==> config.mk <==
export PLATFORM = sky130hd
export DESIGN_NAME = pc_fetch_stage_flat
export DESIGN_NICKNAME = d
export VERILOG_FILES = /design/src/rtl/pc_fetch_stage_if.sv /design/src/rtl/pc_fetch_stage.sv /design/src/flat_wrapper.sv
export SDC_FILE = /design/constraint.sdc
export NUM_CORES = 1
export LEC_CHECK = 0
export BUFFER_PORTS_ARGS = -buffer_cell sky130_fd_sc_hd__buf_4
export CORE_MARGIN = 2
export CORE_UTILIZATION = 53
export CTS_CLUSTER_DIAMETER = 30
export DETAILED_ROUTE_END_ITERATION = 8
export PLACE_DENSITY = 0.82
export SLEW_MARGIN = 0
export SYNTH_ARGS = -nofsm -noshare
export SYNTH_HDL_FRONTEND = slang
export SYNTH_SLANG_ARGS = --single-unit
==> constraint.sdc <==
create_clock -name clk -period 3.7 [get_ports clk]
set_input_delay 0.37 -clock clk [delete_from_list [all_inputs] [get_ports clk]]
set_output_delay 0.37 -clock clk [all_outputs]
set_load 0.005 [all_outputs]
==> src/rtl/pc_fetch_stage_if.sv <==
// Fetch-stage bus: hazard/redirect controls in, PC and IF/ID payload out,
// plus the ADD4 and instruction-memory hookups.
interface pc_fetch_stage_if #(
  parameter int unsigned IM_AW = 10
);
  logic              stall;
  logic [1:0]        npc_sel;
  logic              branch_taken;
  logic [31:0]       rs_fwd_D;
  logic [31:0]       pc_add4_F;
  logic [31:0]       pc_F;
  logic [IM_AW-1:0]  imem_addr;
  logic [31:0]       imem_rdata;
  logic [31:0]       instr_D;
  logic [31:0]       pc_D;
  logic [31:0]       pc8_D;
  logic              valid_D;
  logic              fetch_fault;

  // Fetch stage side
  modport master (
    input  stall, npc_sel, branch_taken, rs_fwd_D, pc_add4_F, imem_rdata,
    output pc_F, imem_addr, instr_D, pc_D, pc8_D, valid_D, fetch_fault
  );

  // Surrounding pipeline / memory side
  modport slave (
    output stall, npc_sel, branch_taken, rs_fwd_D, pc_add4_F, imem_rdata,
    input  pc_F, imem_addr, instr_D, pc_D, pc8_D, valid_D, fetch_fault
  );
endinterface

==> src/rtl/pc_fetch_stage.sv <==
// MIPS instruction-fetch stage: PC register, next-PC selection and the IF/ID
// pipeline register. Redirects resolve in D with one delay slot (no flush).
module pc_fetch_stage #(
  parameter logic [31:0] RESET_PC = 32'h0000_3000,
  parameter logic [31:0] IM_BASE  = 32'h0000_3000,
  parameter int unsigned IM_AW    = 10
) (
  input  logic                  clk,
  input  logic                  reset,
  pc_fetch_stage_if.master      bus
);

  localparam int unsigned XLEN = 32;

  typedef enum logic [1:0] {
    NPC_ADD4   = 2'b00,
    NPC_BRANCH = 2'b01,
    NPC_JUMP   = 2'b10,
    NPC_JR     = 2'b11
  } npc_sel_e;

  logic [XLEN-1:0] pc_q,    pc_d;
  logic [XLEN-1:0] instr_q, instr_d;
  logic [XLEN-1:0] pcd_q,   pcd_d;
  logic [XLEN-1:0] pc8_q,   pc8_d;
  logic            valid_q, valid_d;

  logic [XLEN-1:0] offset_c;
  logic [XLEN-1:0] word_idx_c;
  logic            fault_c;
  logic [XLEN-1:0] br_off_c;
  logic [XLEN-1:0] br_tgt_c;
  logic [XLEN-1:0] j_tgt_c;
  logic [XLEN-1:0] npc_c;
  npc_sel_e        sel_c;

  // Instruction-memory address and fault detection from the current fetch PC
  always_comb begin
    offset_c   = pc_q - IM_BASE;
    word_idx_c = offset_c >> 2;
    fault_c    = (pc_q[1:0] != 2'b00)
               || (pc_q < IM_BASE)
               || ((word_idx_c >> IM_AW) != '0);
  end

  // Redirect targets are relative to the instruction sitting in D
  always_comb begin
    br_off_c = {{14{instr_q[15]}}, instr_q[15:0], 2'b00};
    br_tgt_c = pcd_q + XLEN'(4) + br_off_c;
    j_tgt_c  = {pcd_q[31:28], instr_q[25:0], 2'b00};
  end

  // Next-PC mux
  always_comb begin
    sel_c = npc_sel_e'(bus.npc_sel);
    npc_c = bus.pc_add4_F;
    unique case (sel_c)
      NPC_ADD4:   npc_c = bus.pc_add4_F;
      NPC_BRANCH: npc_c = bus.branch_taken ? br_tgt_c : bus.pc_add4_F;
      NPC_JUMP:   npc_c = j_tgt_c;
      NPC_JR:     npc_c = bus.rs_fwd_D;
      default:    npc_c = bus.pc_add4_F;
    endcase
  end

  // Next-state: hold everything on stall, otherwise advance PC and IF/ID
  always_comb begin
    pc_d    = pc_q;
    instr_d = instr_q;
    pcd_d   = pcd_q;
    pc8_d   = pc8_q;
    valid_d = valid_q;
    if (!bus.stall) begin
      pc_d    = npc_c;
      instr_d = fault_c ? '0 : bus.imem_rdata;
      pcd_d   = pc_q;
      pc8_d   = pc_q + XLEN'(8);
      valid_d = 1'b1;
    end
  end

  always_ff @(posedge clk) begin
    if (reset) begin
      pc_q    <= RESET_PC;
      instr_q <= '0;
      pcd_q   <= '0;
      pc8_q   <= XLEN'(8);
      valid_q <= 1'b0;
    end else begin
      pc_q    <= pc_d;
      instr_q <= instr_d;
      pcd_q   <= pcd_d;
      pc8_q   <= pc8_d;
      valid_q <= valid_d;
    end
  end

  assign bus.pc_F        = pc_q;
  assign bus.imem_addr   = word_idx_c[IM_AW-1:0];
  assign bus.fetch_fault = fault_c;
  assign bus.instr_D     = instr_q;
  assign bus.pc_D        = pcd_q;
  assign bus.pc8_D       = pc8_q;
  assign bus.valid_D     = valid_q;

endmodule
==> src/flat_wrapper.sv <==
// flat-port wrapper written by rule: the top's interface ports become plain ports
module pc_fetch_stage_flat 
#(
  parameter logic [31:0] RESET_PC = 32'h0000_3000,
  parameter logic [31:0] IM_BASE  = 32'h0000_3000,
  parameter int unsigned IM_AW    = 10
)
  (clk, reset, bus_stall, bus_npc_sel, bus_branch_taken, bus_rs_fwd_D, bus_pc_add4_F, bus_imem_rdata, bus_pc_F, bus_imem_addr, bus_instr_D, bus_pc_D, bus_pc8_D, bus_valid_D, bus_fetch_fault);
  pc_fetch_stage_if #(.IM_AW(IM_AW)) bus_i ();
  input  logic clk;
  input  logic reset;
  input wire logic [$bits(bus_i.stall)-1:0] bus_stall;
  input wire logic [$bits(bus_i.npc_sel)-1:0] bus_npc_sel;
  input wire logic [$bits(bus_i.branch_taken)-1:0] bus_branch_taken;
  input wire logic [$bits(bus_i.rs_fwd_D)-1:0] bus_rs_fwd_D;
  input wire logic [$bits(bus_i.pc_add4_F)-1:0] bus_pc_add4_F;
  input wire logic [$bits(bus_i.imem_rdata)-1:0] bus_imem_rdata;
  output wire logic [$bits(bus_i.pc_F)-1:0] bus_pc_F;
  output wire logic [$bits(bus_i.imem_addr)-1:0] bus_imem_addr;
  output wire logic [$bits(bus_i.instr_D)-1:0] bus_instr_D;
  output wire logic [$bits(bus_i.pc_D)-1:0] bus_pc_D;
  output wire logic [$bits(bus_i.pc8_D)-1:0] bus_pc8_D;
  output wire logic [$bits(bus_i.valid_D)-1:0] bus_valid_D;
  output wire logic [$bits(bus_i.fetch_fault)-1:0] bus_fetch_fault;
  assign bus_i.stall = bus_stall;
  assign bus_i.npc_sel = bus_npc_sel;
  assign bus_i.branch_taken = bus_branch_taken;
  assign bus_i.rs_fwd_D = bus_rs_fwd_D;
  assign bus_i.pc_add4_F = bus_pc_add4_F;
  assign bus_i.imem_rdata = bus_imem_rdata;
  assign bus_pc_F = bus_i.pc_F;
  assign bus_imem_addr = bus_i.imem_addr;
  assign bus_instr_D = bus_i.instr_D;
  assign bus_pc_D = bus_i.pc_D;
  assign bus_pc8_D = bus_i.pc8_D;
  assign bus_valid_D = bus_i.valid_D;
  assign bus_fetch_fault = bus_i.fetch_fault;
  pc_fetch_stage #(.RESET_PC(RESET_PC), .IM_BASE(IM_BASE), .IM_AW(IM_AW)) u_core (.clk(clk), .reset(reset), .bus(bus_i));
endmodule
Word-level counts from Yosys, hierarchy flattened
Index checks and enable logic that the tools add are counted.
Operators by class
  add/subtract/negate cells: 4
  $mul: 0
  divide/modulo/power cells: 0
  magnitude comparators: 1
  equality and inequality tests: 3
  shift-type cells: 0
  multiplexer cells: 3
  bitwise gates (word level): 0
  reduce and logical (&&, ||, !) cells: 5
Operators with widths (number)
  32-bit one-hot mux with 4 select lines: 1
  32-bit two-way mux: 2
  32-bit by 3-bit adder with 32-bit output (second input constant): 1
  32-bit adder: 1
  32-bit by 4-bit adder with 32-bit output (second input constant): 1
  32-bit by 14-bit < comparator with 1-bit output (second input constant): 1
  32-bit nonzero test: 1
  32-bit by 14-bit subtractor with 32-bit output (second input constant): 1
  2-bit equality test (second input constant): 2
  2-bit by 1-bit equality test with 1-bit output (second input constant): 1
  2-bit logical NOT: 1
  1-bit logical OR: 2
  2-bit nonzero test: 1
Storage, ports and cells
  bits in registers: 129
  latch bits: 0
  memory bits (writable): 0
  bits in read-only memories: 0
  input bits: 102
  output and inout bits: 140
  word-level logic and storage cells: 21
  memories: 0

Longest topological paths before layout
  depth after elaboration: 4
  depth in mapped cells: 13
  depth with buffers taken out: 13

Worst setup path before layout
OpenSTA, ideal clock, no wires.
  path kind: register to register
  start point: register u_core.instr_q[15] (netlist: u_core.bus.instr_D[15])
  end point: register u_core.pc_q[30] (netlist: u_core.bus.pc_F[30])
  setup time: 132 ps
  arrival: 2752 ps
  required time: 3568 ps
  path slack: 817 ps
  stages on the path, launching flop included: 12
  buffers on the path: 1
  period minus slack after synthesis: 2883 ps
  path through: dfxtp_1 > ha_1 > ha_1 > buf_6 > a21oi_2 > nor2b_1 > a41o_1 > a311o_1 > a2111oi_0 > a21oi_1 > xnor2_1 > o22ai_1
On the way
  longest elaborated chain between the ends: 3
RTL lines
  from (decl): line pc_fetch_stage.sv:23  | logic [XLEN-1:0] instr_q, instr_d;
  from (signal assigned): line pc_fetch_stage.sv:91  | instr_q <= instr_d;
  32-bit adder: line pc_fetch_stage.sv:49  | br_tgt_c = pcd_q + XLEN'(4) + br_off_c;
  32-bit two-way mux: line pc_fetch_stage.sv:59  | NPC_BRANCH: npc_c = bus.branch_taken ? br_tgt_c : bus.pc_add4_F;
  32-bit one-hot mux with 4 select lines: line pc_fetch_stage.sv:57  | unique case (sel_c)
  to (signal assigned): line pc_fetch_stage.sv:90  | pc_q <= pc_d;
  to (decl): line pc_fetch_stage.sv:22  | logic [XLEN-1:0] pc_q, pc_d;
No other way between the ends.
A chain may end at the register's enable or synchronous reset.

Worst setup path after layout
  start point: register u_core.instr_q[1] (netlist: u_core.bus.instr_D[1])
  end point: register u_core.pc_q[29] (netlist: u_core.bus.pc_F[29])
Same word-level chain as after synthesis.

==> metrics.txt <==
core area=14,600 um^2; Post-Syn Nets=1,189; ys async rst share=0%; Starting Density=54.8%; DP Wirelength=19.8 mm; commonest cells after routing, fill and taps aside=buf_4 (250), nor2_1 (200), dfxtp_1 (126); Routed Antenna Nets=0; initial antenna violation count=0; die height=127 um; share of layout cells above drive strength 1=24.7%; Period minus WS final=3120 ps; Netlist cell types=73; CTS Root Cell=clkbuf_16; pre-CTS setup slack=637 ps; first-pass GRT wire length=41.8 mm; Post-CTS Setup Bufs=0; vias=8,323; Comb power frac=13.9%; commonest non-fill, non-tap cell in the layout=buf_4; Synth Area in XOR/XNOR=5.35%; Skew-Pair Late Insertion Delay=430 ps; Reg power frac=37.6%; synthesized instance count=1,028; P&R area growth vs syn=30.6%; Post-Synth Simple-Gate Area=20.1%; Peak VDD IR=0.291 mV; kind of critical path=reg -> reg; post-route setup slack=582 ps; register area share after synthesis=31.4%; WL per Instance=19.1 um; CTS tree=done; Achievable Freq=321 MHz; chip width=127 um; Inserted Diodes=0; Fin. Hold Viols=0; largest fanout on the critical path=4; max capacitance violation total=0; worst path arrival time=3430 ps; max-slew violation count=0; Pre-antenna DRT Iters=5; gr usage total=33.0%; R2R Setup Slk=580 ps; Clock Sinks=126; drt total wl=27.1 mm; Setup Skew=7.55 ps; status=finished, final reports clean; RSZ-0062 raised after global routing=false; I/O Buffers=241; Mean Syn Cell Area=7.81 um^2; Hold Buf Count CTS=0; TritonCTS Buffers=17; Final Cycle Share=84.3%; grt ovf=0; Synth Area in Adders=9.29%; HP Class=in -> reg; post-CTS sizing=0; CTS Buffer Depth=2; pin count of the biggest net entering global routing=195; mux cell area share after synthesis=8.12%; routed vias/inst=5.87; clk slew on worst S/H paths=60 ps; switch share=25.9%; Final Setup Violations=0; critical path launch point type=register; synthesized flop and latch total=126; hold path depth=3; Nets=1,381; warnings from Yosys=0; CP endpoint kind=register; largest family of logic cells by synthesized area=compound AO/OA/AOI/OAI gates; drt drc=0; Slew headroom=39.6%; Worst Path Required=4010 ps; Cell Int Power=2950 uW; most common flop cell mapped by yosys=dfxtp_1; P_leak=0.00488 uW; initial drt markers=830; IO Count=242; Synth Area in Compound Gates=20.2%; Clk network pwr share=48.4%; GPL Wtd Cong=0.955; PwrDens=379 nW/um^2; Synth Cell Area=8030 um^2; Core Rows=44; number of global-route vias before repair=7,929; setup TNS=0 ps; Post-synth EDFFs=0; P_sw=1030 uW; R2R depth=11; die area=16,100 um^2; H-tree levels=4; slew of the pin with the lowest slew margin=904 ps
==> state kept, by name (all words and copies together), names as in the netlist <==
register            count
u_core.bus.valid_D      1
u_core.bus.pc_D        29
u_core.bus.pc_F        32
u_core.bus.pc8_D       32
u_core.bus.instr_D     32
==> power by group through the flow <==
stage	registers [uW]	clock network [uW]	logic, uW
after floorplan	1490	0	313
after global placement	1520	0	539
after detailed placement	1520	0	548
after CTS	1490	1940	552
after global routing	1500	1990	604
final	1500	1930	555
==> logic make-up after synthesis <==
| kind of cell | count (synthesis) |
|---|---|
| XOR/XNOR | 49 |
| AO/OA/AOI/OAI | 255 |
| AND/OR/NAND/NOR | 374 |
| buffers and inverters | 100 |
| flip-flops | 126 |
| multiplexers | 65 |
| adder cells (fa/ha/maj) | 59 |
==> cell usage after synthesis (5+ instances only) <==
cell	count	area [um^2]
mux2i_1	64	641
a21o_1	10	75.1
buf_4	13	97.6
o21ai_0	36	180
buf_1	9	33.8
a31oi_1	10	62.6
and3_1	7	43.8
nand4_1	7	43.8
ha_1	58	726
nand3_1	16	80.1
and4_1	6	52.6
xor2_1	23	201
buf_2	7	35.0
a211oi_1	16	120
clkbuf_1	48	180
xnor2_1	26	228
nor2b_1	7	43.8
a21oi_1	116	581
nand2_1	93	349
o21bai_1	5	37.5
o22ai_1	7	43.8
dfxtp_1	126	2520
nand2b_1	6	37.5
inv_1	19	71.3
nor3_1	11	55.1
nor2_1	200	751
==> critical path, stage by stage, from the launching register on <==
cell,delay (ps)
dfxtp_1,380
ha_1,250
ha_1,250
fa_1,430
a211oi_1,310
nor2_1,160
a21oi_1,200
a21oi_2,90
a311o_2,440
a221oi_2,280
or4b_1,150
nand3_1,50
==> cell type report <==
class / instances / area [um^2]
Clock buffer: 18 / 429
Inverter: 20 / 75.1
Clock inverter: 14 / 240
Sequential cell: 126 / 2520
Fill cell: 1220 / 4160
Timing Repair Buffer: 253 / 1930
Multi-Input combinational cell: 802 / 5060
Tap cell: 184 / 230
==> worst paths after layout <==
kind | startpoint | end
worst max-delay path | u_core.bus.instr_D[1] | u_core.bus.pc_F[29]
worst min-delay path | bus_pc_add4_F[13] | u_core.bus.pc_F[13]
worst max register to register | u_core.bus.instr_D[1] | u_core.bus.pc_F[29]
worst min register to register | u_core.bus.valid_D | u_core.bus.valid_D
==> stage by stage <==
step	area, um^2	utilization, %	std cells	power [uW]	hold slack, ps
after global placement	9820	67.1	1385	2060	438
after detailed placement	9820	67.1	1385	2070	464
after floorplan	8030	-	1028	1800	447
after global routing	10500	71.6	1417	4100	257
final	10500	71.6	1417	3980	255
after CTS	10500	71.6	1417	3980	239
==> metal layers <==
metal | vias to the layer above | share of wire, % | track usage (%)
met1 | 3851 | 43 | 42.9
met2 | 404 | 47 | 54.1
li1 | 4007 | - | -
met5 | - | 0 | 0
met3 | 61 | 8.0 | 6.99
met4 | 0 | 2.7 | 12.1
Note: power is estimated with default switching activity, not from simulation.
